$ cat src/rtl/mem_pkg.sv
// Shared constants and FSM state encoding for the memory responder.
package mem_pkg;

    localparam int ADDR_W = 5;
    localparam int DATA_W = 8;
    localparam int DEPTH  = 1 << ADDR_W;
    localparam int CNT_W  = 16;

    typedef enum logic {
        IDLE  = 1'b0,
        CLEAR = 1'b1
    } state_t;

endpackage

$ cat src/rtl/mem_array.sv
// DEPTH x DATA_W storage with one write port and one registered read port.
module mem_array #(
    parameter int ADDR_W = 5,
    parameter int DATA_W = 8
) (
    input  logic              clk,
    input  logic              rst_n,
    input  logic              we,
    input  logic [ADDR_W-1:0] waddr,
    input  logic [DATA_W-1:0] wdata,
    input  logic              re,
    input  logic [ADDR_W-1:0] raddr,
    output logic [DATA_W-1:0] rdata
);

    localparam int DEPTH = 1 << ADDR_W;

    logic [DATA_W-1:0] mem_q [DEPTH];
    logic [DATA_W-1:0] rdata_q;

    // Storage is deliberately not reset; only the clear engine zeroes it.
    always_ff @(posedge clk) begin
        if (we) begin
            mem_q[waddr] <= wdata;
        end
    end

    always_ff @(posedge clk or negedge rst_n) begin
        if (!rst_n) begin
            rdata_q <= '0;
        end else if (re) begin
            rdata_q <= mem_q[raddr];
        end
    end

    assign rdata = rdata_q;

endmodule

$ cat src/rtl/mem_responder.sv
// Command responder for the 32x8 memory: arbitration, clear engine,
// sticky collision flag and saturating access counters.
module mem_responder
    import mem_pkg::*;
#(
    parameter int ADDR_W = mem_pkg::ADDR_W,
    parameter int DATA_W = mem_pkg::DATA_W,
    parameter int CNT_W  = mem_pkg::CNT_W
) (
    input  logic              clk,
    input  logic              rst_n,
    input  logic              read,
    input  logic              write,
    input  logic [ADDR_W-1:0] addr,
    input  logic [DATA_W-1:0] data_in,
    output logic [DATA_W-1:0] data_out,
    input  logic              clear,
    output logic              busy,
    output logic              err,
    output logic [CNT_W-1:0]  wr_count,
    output logic [CNT_W-1:0]  rd_count
);

    localparam int DEPTH = 1 << ADDR_W;
    localparam logic [ADDR_W-1:0] LAST_PTR = ADDR_W'(DEPTH - 1);

    state_t            state_q, state_d;
    logic [ADDR_W-1:0] ptr_q, ptr_d;
    logic              err_q, err_d;
    logic [CNT_W-1:0]  wr_cnt_q, wr_cnt_d;
    logic [CNT_W-1:0]  rd_cnt_q, rd_cnt_d;

    logic              arr_we;
    logic [ADDR_W-1:0] arr_waddr;
    logic [DATA_W-1:0] arr_wdata;
    logic              arr_re;

    function automatic logic [CNT_W-1:0] sat_inc(input logic [CNT_W-1:0] v);
        return (&v) ? v : v + CNT_W'(1);
    endfunction

    always_ff @(posedge clk or negedge rst_n) begin
        if (!rst_n) begin
            state_q  <= IDLE;
            ptr_q    <= '0;
            err_q    <= 1'b0;
            wr_cnt_q <= '0;
            rd_cnt_q <= '0;
        end else begin
            state_q  <= state_d;
            ptr_q    <= ptr_d;
            err_q    <= err_d;
            wr_cnt_q <= wr_cnt_d;
            rd_cnt_q <= rd_cnt_d;
        end
    end

    always_comb begin
        state_d   = state_q;
        ptr_d     = ptr_q;
        err_d     = err_q;
        wr_cnt_d  = wr_cnt_q;
        rd_cnt_d  = rd_cnt_q;
        arr_we    = 1'b0;
        arr_waddr = addr;
        arr_wdata = data_in;
        arr_re    = 1'b0;

        unique case (state_q)
            IDLE: begin
                if (read && write) begin
                    err_d = 1'b1;
                end
                // Clear wins over any command sampled in the same cycle.
                if (clear) begin
                    state_d = CLEAR;
                    ptr_d   = '0;
                end else if (write && !read) begin
                    arr_we   = 1'b1;
                    wr_cnt_d = sat_inc(wr_cnt_q);
                end else if (read && !write) begin
                    arr_re   = 1'b1;
                    rd_cnt_d = sat_inc(rd_cnt_q);
                end
            end
            CLEAR: begin
                arr_we    = 1'b1;
                arr_waddr = ptr_q;
                arr_wdata = '0;
                if (ptr_q == LAST_PTR) begin
                    state_d = IDLE;
                    ptr_d   = '0;
                end else begin
                    ptr_d = ptr_q + ADDR_W'(1);
                end
            end
            default: begin
                state_d = IDLE;
            end
        endcase
    end

    mem_array #(
        .ADDR_W(ADDR_W),
        .DATA_W(DATA_W)
    ) u_mem_array (
        .clk   (clk),
        .rst_n (rst_n),
        .we    (arr_we),
        .waddr (arr_waddr),
        .wdata (arr_wdata),
        .re    (arr_re),
        .raddr (addr),
        .rdata (data_out)
    );

    assign busy     = (state_q == CLEAR);
    assign err      = err_q;
    assign wr_count = wr_cnt_q;
    assign rd_count = rd_cnt_q;

endmodule

$ cat config.mk
export PLATFORM = sky130hd
export DESIGN_NAME = mem_responder
export DESIGN_NICKNAME = d
export VERILOG_FILES = /design/src/rtl/mem_pkg.sv /design/src/rtl/mem_array.sv /design/src/rtl/mem_responder.sv
export SDC_FILE = /design/constraint.sdc
export NUM_CORES = 1
export LEC_CHECK = 0
export BUFFER_PORTS_ARGS = -buffer_cell sky130_fd_sc_hd__buf_2
export CORE_MARGIN = 2
export CORE_UTILIZATION = 55
export CTS_CLUSTER_DIAMETER = 80
export DETAILED_ROUTE_END_ITERATION = 10
export PLACE_DENSITY_LB_ADDON = 0.25
export SKIP_CTS_REPAIR_TIMING = 1
export SLEW_MARGIN = 30
export SYNTH_ARGS = -nofsm -noshare
export SYNTH_HDL_FRONTEND = slang
export SYNTH_SLANG_ARGS = --single-unit
$ cat constraint.sdc
create_clock -name clk -period 2.7 [get_ports clk]
set_clock_uncertainty 0.15 [all_clocks]
set_input_delay 0.54 -clock clk [delete_from_list [all_inputs] [get_ports clk]]
set_output_delay 0.54 -clock clk [all_outputs]
set_load 0.02 [all_outputs]
==> After elaboration in Yosys (flattened, before gate mapping) <==
Memories as Yosys holds them, arrays and structs flattened. A register that Yosys moved wholly into a read port is not among the register bits.
Index checks and enable logic that the tools add are counted.
W data, S select, Z words.
{ "op_classes": {"reduce_logical": 11, "add_sub_neg": 3, "bitwise_logic": 5, "n_eq_ne": 2, "muxes": 17} }
{ "op_table": {"columns": ["operator", "n"], "rows": [
  ["$add A16 B1 Y16 const B", 2],
  ["$reduce_and A16 Y1", 2],
  ["$mux W5", 3],
  ["$mux W1", 10],
  ["$pmux W5 S2", 1],
  ["$mux W8", 1],
  ["$add A5 B1 Y5 const B", 1],
  ["$eq A5 B5 Y1 const B", 1],
  ["$not A1 Y1", 5],
  ["$reduce_and A5 Y1", 1],
  ["$pmux W1 S2", 2],
  ["$reduce_and A4 Y1", 1],
  ["$logic_and A1 B1 Y1", 3],
  ["$logic_not A1 Y1", 3],
  ["$ne A2 B2 Y1 const B", 1],
  ["$reduce_and A2 Y1", 1]
]} }
{ "totals": {"memories": 1, "elab_cells": 44, "ram_bits": 256, "regBits": 39, "out_inout_bits": 42} }
{ "mem_list": {"columns": ["memory", "words", "width", "rd", "rd_ports_with_merged_regs", "write_ports", "line_no", "rtl"], "rows": [
  ["u_mem_array.mem_q", 32, 8, 1, 1, 1, "mem_array.sv:18", "logic [DATA_W-1:0] mem_q [DEPTH];"]
]} }

==> Longest topological paths before layout <==
Gate-level depths: netlist of run 1.
{ "logic_depth": {"ltp_word": 7, "depth_mapped": 8} }

==> Cells and area by module <==
Synthesis of run 1 repeated with hierarchy kept, for this count alone.
{ "hier_totals": {"cells_unflattened": 778, "area_unflattened_um2": 12512.0} }
{ "by_module_without_submodules": {"columns": ["module", "n_inst", "seq_area_each_um2", "cells_each", "area_each_um2"], "rows": [
  ["mem_array", 1, 7887.6, 591, 10421.2],
  ["mem_responder", 1, 975.9, 187, 2090.8]
]} }

==> Worst setup path before layout of run 1 <==
Ideal clock, no wire load.
{ "synth_path": {"kind": "input to register", "from": "in addr[0]", "to": "mem u_mem_array.mem_q[13][0], enable pin", "stages": 7, "required_time_ps": 2180, "t_arrival_ps": 2191, "setup_slack_ps": -11, "n_path_buf": 4, "setup_ps": 370, "cell_sequence": "buf_2 > buf_2 > buf_2 > buf_2 > nand2_1 > o32a_1 > nor2_1"} }
{ "synth_via": {"elab_chain_cells": 1} }
{ "synth_rtl": {"columns": ["item", "line_no", "rtl"], "rows": [
  ["start, declared", "mem_responder.sv:14", "input logic [ADDR_W-1:0] addr,"],
  ["$mux W5", "mem_responder.sv:69", "unique case (state_q)"],
  ["end, declared", "mem_array.sv:18", null]
]} }
Every way passes these cells.

==> Worst setup path after layout of run 1 <==
{ "layout_path": {"from": "reg state_q, in the netlist busy", "to": "reg rd_cnt_q[3], in the netlist rd_count[3]"} }
{ "layout_via": {"elab_chain_cells": 2} }
{ "layout_rtl": {"columns": ["item", "line_no", "rtl"], "rows": [
  ["start, declared", "mem_responder.sv:27", "state_t state_q, state_d;"],
  ["start signal, assigned", "mem_responder.sv:50", "state_q <= state_d;"],
  ["$not A1 Y1 (no line)", null, null],
  ["$reduce_and A5 Y1 (no line)", null, null],
  ["end signal, assigned", "mem_responder.sv:54", "rd_cnt_q <= rd_cnt_d;"],
  ["end, declared", "mem_responder.sv:31", "logic [CNT_W-1:0] rd_cnt_q, rd_cnt_d;"]
]} }
Every way passes these cells.
A chain may end at the register's enable or synchronous reset.

==> results.cfg, run 1 <==
[critical_path]
critPathRequiredTime_ns = 3.01
start_kind = register
path_max_fanout = 18
endpoint_kind = register
critPathKind = reg -> reg
cp.arrival_ns = 2.77

[sta]
finalSetupTns_ns = 0
maxSlewViolCount = 0
finalCritPeriodShare = 0.913
rsz0062_at_grt = no
hold_violations = 0
max_freq_mhz = 406
fin_hold_ws_ns = 0.128
setup_violations = 0
slew-limit-headroom = 0.587
tightest_slew_ns = 0.619
fin_crit_ns = 2.46

[synthesis]
ys_async_sr_fraction = 0.155
synth_cells = 772
synth_area_mm2 = 0.0123
yosysUniqueCellTypes = 46
netlist.area_leader.share = 0.626
synth_nets = 794
netlist_top_cells_area = edfxtp_1, mux2i_1, dfrtp_1, a22oi_1, nor2_1
synth_edf_count = 256
seq_area_frac_synth = 0.722
syn_avg_cell_area_um2 = 15.9
ys_ff_latch = 303
yosys_most_used_dff = edfxtp_1
ys_warn_count = 0
synth_largest_area_cell = edfxtp_1

[power]
cellPowerDensity_mw_per_mm2 = 869
p_int_mw = 8.91
p_seq_frac = 0.499
combPwrFrac = 0.197
p_sw_frac = 0.284
p_leak_nw = 5.58
peakVddDrop_mv = 0.465
p_clk_frac = 0.304
switching_power_mw = 3.54

[job]
max_cap_violations = 0

[floorplanning]
start_util = 0.561
die_h_um = 153
core_mm2 = 0.0219
die-area_mm2 = 0.0235
row_count = 54
io_pins = 60
die_w_um = 153

[grt]
grt_pass1_vias = 7414
grt_max_degree = 44
grt_usage = 0.239
antenna_found_initial = 0
overflow = 0
grt_pass1_wl_mm = 43.0

[placed_design]
place_area_mm2 = 0.0134
dpl.hpwl_mm = 18.0
portBuffers = 59
gp_congestion = 0.838

[route]
drcViolationCount = 0
first_pass_iters = 7
vias = 7231
drtAntennaViolNets = 0
vias_per_cell = 6.04
first_iter_violations = 689
post_drt_wl_per_cell_um = 23.3
wirelength_mm = 27.9

[finish]
area_growth_pct = 16.7
fin_area_mm2 = 0.0143
final_nets = 918
drive_gt1_frac = 0.207
fin_util = 0.654
diodes = 0

[clocking]
htreeDepth = 1
cts.sinks = 303
clk_pin_slew_worst_paths_ns = 0.06
numCtsBuffers = 29
cts_root_buffer = clkbuf_16
clock_latency_ns = 0.54
cts_tree = done
clk_path_buf_depth = 3

[outcome]
status = completed

[min_path]
worstHoldPathType = in -> reg
flip-flops by register name (all words and copies together), names as in the netlist:
| signal | cells |
|---|---|
| err | 1 |
| busy | 1 |
| wr_count | 16 |
| u_mem_array.mem_q | 256 |
| ptr_q | 5 |
| u_mem_array.rdata | 8 |
| rd_count | 16 |
path summary, 6_finish.rpt:
check	to	from	slack, ns	cells after the start
min in group asynchronous	wr_count[10]	rst_n	0.34	2
worst min-delay path	err	read	0.13	2
max in group asynchronous	rd_count[14]	rst_n	1.47	3
worst min register to register	wr_count[10]	wr_count[10]	0.33	1
worst max register to register	rd_count[3]	busy	0.24	7
worst max-delay path	rd_count[3]	busy	0.24	7
metrics by stage:
stage	std cells	worst slack [ns]	power, mW
2_1_floorplan	772	-0.0114	7.54
3_3_place_gp	1143	0.0232	8.60
3_5_place_dp	1143	0.0241	8.71
4_1_cts	1196	0.249	12.5
5_1_grt	1198	0.148	12.9
6_report	1198	0.235	12.4
layout make-up:
type                            instances  area [um2]
Tap cell                              280         350
Clock buffer                           33         741
Multi-Input combinational cell        423        3280
Clock inverter                         20         144
Timing Repair Buffer                  129         912
Inverter                               10        37.5
Sequential cell                       303        8860
Fill cell                            1514        7570
critical path, cell delays in order (launching register included):
cell and delay [ns]:
dfrtp_1 0.38, buf_4 0.22, or4b_4 0.58, buf_4 0.22
a41oi_2 0.26, buf_4 0.20, and4_1 0.22, xor2_1 0.16
layout by cell type, fill, tap and decap left out, drive strengths merged, types with 3 or more instances in the layout:
master	instances
buf	128
a21oi	17
inv	10
clkbuf	33
nor2	46
and4	3
and3	8
a221oi	16
xor2	14
clkinv	16
o22ai	13
edfxtp	256
nand2	38
mux2i	129
nand2b	4
dfrtp	47
mux2	6
xnor2	16
o41ai	8
nand3	11
ha	4
nand4	4
a22o	16
nor2b	10
nor4b	4
a22oi	32
synthesized netlist by cell type, drive strengths merged, types with 6 or more instances:
library cell    n
a221oi         16
xor2           14
a22oi          32
mux2            6
o22ai          13
nand2          38
dfrtp          47
inv            10
mux2i         129
nor2b          10
and3            8
nand3          11
nor2           46
edfxtp        256
o41ai           8
xnor2          16
a21oi          17
a22o           16
clkbuf         14
buf            22
power groups by stage:
stage	logic (mW)	registers [mW]	clock network, mW
finish	2.45	6.22	3.78
global route	2.64	6.26	4.05
CTS	2.42	6.21	3.83
detailed placement	2.41	6.30	0
global placement	2.33	6.27	0
floorplan	1.16	6.37	0
routing by layer:
layer,vias to the layer above,GRT usage,part of all wire
li1,3264,-,-
met1,3598,0.331,0.42
met2,311,0.396,0.49
met3,58,0.0360,0.068
met4,0,0.0747,0.028
met5,-,0,0
cells by family (layout without fill, tap and decap cells):
logic type | Yosys count | count (layout) | share of synthesized area
DFF | 303 | 303 | 0.722
and+or+nand+nor | 139 | 139 | 0.0549
muxes | 135 | 135 | 0.111
AOI/OAI and AO/OA | 115 | 115 | 0.0707
buffers and inverters | 46 | 192 | 0.0162
xor gates and xnor gates | 30 | 30 | 0.0214
adders and majority gates | 4 | 4 | 0.00408
No activity file was read; power rests on OpenSTA's default activity.
==> run 2, diff against run 1 <==
- ABC_AREA: not set -> 1
==> results.cfg, run 2 <==
[finish]
drive_gt1_frac = 0.143
final_nets = 1315
diodes = 0
layout_commonest_cell = nand2_1
multi_input_area_mm2 = 0.00355
final_cell_mix = nand2_1, edfxtp_1, nand3_1, buf_2, buf_4
fin_util = 0.659
area_growth_pct = 16.9
largest_reg_flops = 256
fillCellCount = 1698
regMostFlops = u_mem_array.mem_q
regArea_mm2 = 0.00886

[critical_path]
cp_slowest_cell = dfrtp_2
reg2reg_to = u_mem_array.mem_q[10][4]
slowest_delay_ns = 0.59
cp.arrival_ns = 2.42
r2r-start = busy
critPathKind = reg -> reg
r2r_setup_slack_ns = 0.39
crit_end = u_mem_array.mem_q[10][4]
path_max_fanout = 20
endpoint_kind = register
cpLargestDelayFamily = simple AND/OR/NAND/NOR gates
worst-path-stages = 5
cp-startpoint = busy
critPathRequiredTime_ns = 2.81
ff2ff_path_depth = 5
cp.buffers_inverters = 2
start_kind = register
worstPathCellList = o21ai_0 -> inv_1 -> nand3_1 -> nor2_1 -> buf_4

[outcome]
status = completed

[sta]
finalSetupTns_ns = 0
tightest_slew_ns = 0.609
fin_crit_ns = 2.31
rsz0062_at_grt = no
hold_violations = 0
max_freq_mhz = 432
setup_violations = 0
slew-limit-headroom = 0.594
finalCritPeriodShare = 0.857
maxSlewViolCount = 0

[synthesis]
yosysMostFrequentCell = nand2_1
yosys_most_used_dff = edfxtp_1
ys_warn_count = 0
synth_largest_area_cell = edfxtp_1
synth_commonest_cells = nand2_1, edfxtp_1, nand3_1
synth_area_mm2 = 0.0128
yosysUniqueCellTypes = 27
syn_avg_cell_area_um2 = 10.7
synth_cells = 1198
ys_async_sr_fraction = 0.155
synth_nets = 1220
ys_ff_latch = 303
synth_edf_count = 256
seq_area_frac_synth = 0.690
netlist.area_leader.share = 0.598
netlist_top_cells_area = edfxtp_1, nand2_1, nand3_1, dfrtp_1, nor2_1

[route]
wirelength_mm = 30.4
vias = 9131
first_pass_iters = 7
drcViolationCount = 0
drtAntennaViolNets = 0
vias_per_cell = 5.60
first_iter_violations = 959
post_drt_wl_per_cell_um = 18.7

[clocking]
clk_pin_slew_worst_paths_ns = 0.06
cts_root_buffer = clkbuf_16
clk_path_buf_depth = 3
cts_tree = done
htreeDepth = 1
cts.sinks = 303
clock_latency_ns = 0.55
numCtsBuffers = 30

[placed_design]
gp_congestion = 0.891
dpl.hpwl_mm = 18.3
portBuffers = 59

[floorplanning]
die-area_mm2 = 0.0246
start_util = 0.564
die_h_um = 157
core_mm2 = 0.0228
die_w_um = 157
io_pins = 60
row_count = 55

[min_path]
worstHoldPathType = in -> reg

[power]
p_leak_nw = 6.07
peakVddDrop_mv = 0.799
cellPowerDensity_mw_per_mm2 = 954

[grt]
grt_pass1_wl_mm = 48.1
grt_max_degree = 129
grt_pass1_vias = 8862
grt_usage = 0.255
overflow = 0
antenna_found_initial = 0

[job]
max_cap_violations = 0
run 2: cell count changes after synthesis, sizes merged, moves of 16 or more:
cell    change
nand2     +366
nand3     +228
a22o       -16
o21ai      +19
a221oi     -16
nor2       +19
a22oi      -32
mux2i     -129
inv        +42
run 2: worst min path at each step:
stage | slack (ns) | startpoint | endpoint | depth (start not counted)
after floorplan | 0.09 | rst_n | busy | 0
after global routing | 0.09 | read | err | 2
final | 0.1 | read | err | 2
after detailed placement | 0.31 | err | err | 1
after global placement | 0.30 | err | err | 1
after CTS | -0.22 | rst_n | err | 1
run 2: final cells by class:
cell class	instances	area share
clock inverter	12	0.0188
inverter	52	0.0131
tap	313	0.0261
timing repair buffer	121	0.0560
sequential	303	0.590
clock buffer	44	0.0596
multi-input combinational	785	0.236
run 2: worst register-to-register path: stages, from the launching register on:
cell	delay (ns)
dfrtp_2	0.59
o21ai_0	0.23
inv_1	0.11
nand3_1	0.39
nor2_1	0.36
buf_4	0.21
run 2: metrics by stage:
| stage | hold slack (ns) | worst slack, ns | instances | total power [mW] | cell area [um2] |
|---|---|---|---|---|---|
| 2_1_floorplan | 0.0944 | 0.401 | 1198 | 8.20 | 12800 |
| 3_3_place_gp | 0.304 | 0.230 | 1573 | 9.44 | 13800 |
| 3_5_place_dp | 0.306 | 0.180 | 1573 | 9.54 | 13800 |
| 4_1_cts | -0.223 | 0.143 | 1629 | 14.4 | 15000 |
| 5_1_grt | 0.0947 | 0.129 | 1630 | 14.9 | 15000 |
| 6_report | 0.0956 | 0.386 | 1630 | 14.3 | 15000 |
run 2: kinds of logic (layout without fill, tap and decap cells):
family / Yosys count / in the layout / synth area share
compound gates: 25 / 25 / 0.0101
xor+xnor: 28 / 28 / 0.0191
fa+ha+maj: 4 / 4 / 0.00390
buf+inv: 110 / 229 / 0.0355
flops: 303 / 303 / 0.690
simple gates: 728 / 728 / 0.241
run 2: where the power goes:
part           leakage, nW  total [mW]  internal (mW)  switching (mW)
logic                 2.53        2.94          0.850            2.09
clock network        0.574        4.83           3.14            1.69
registers             2.96        6.55           6.20           0.351
run 2: metal layers:
layer,track usage,part of all wire
met2,0.414,0.48
met3,0.0443,0.081
met4,0.0861,0.028
met1,0.353,0.41
met5,0,0
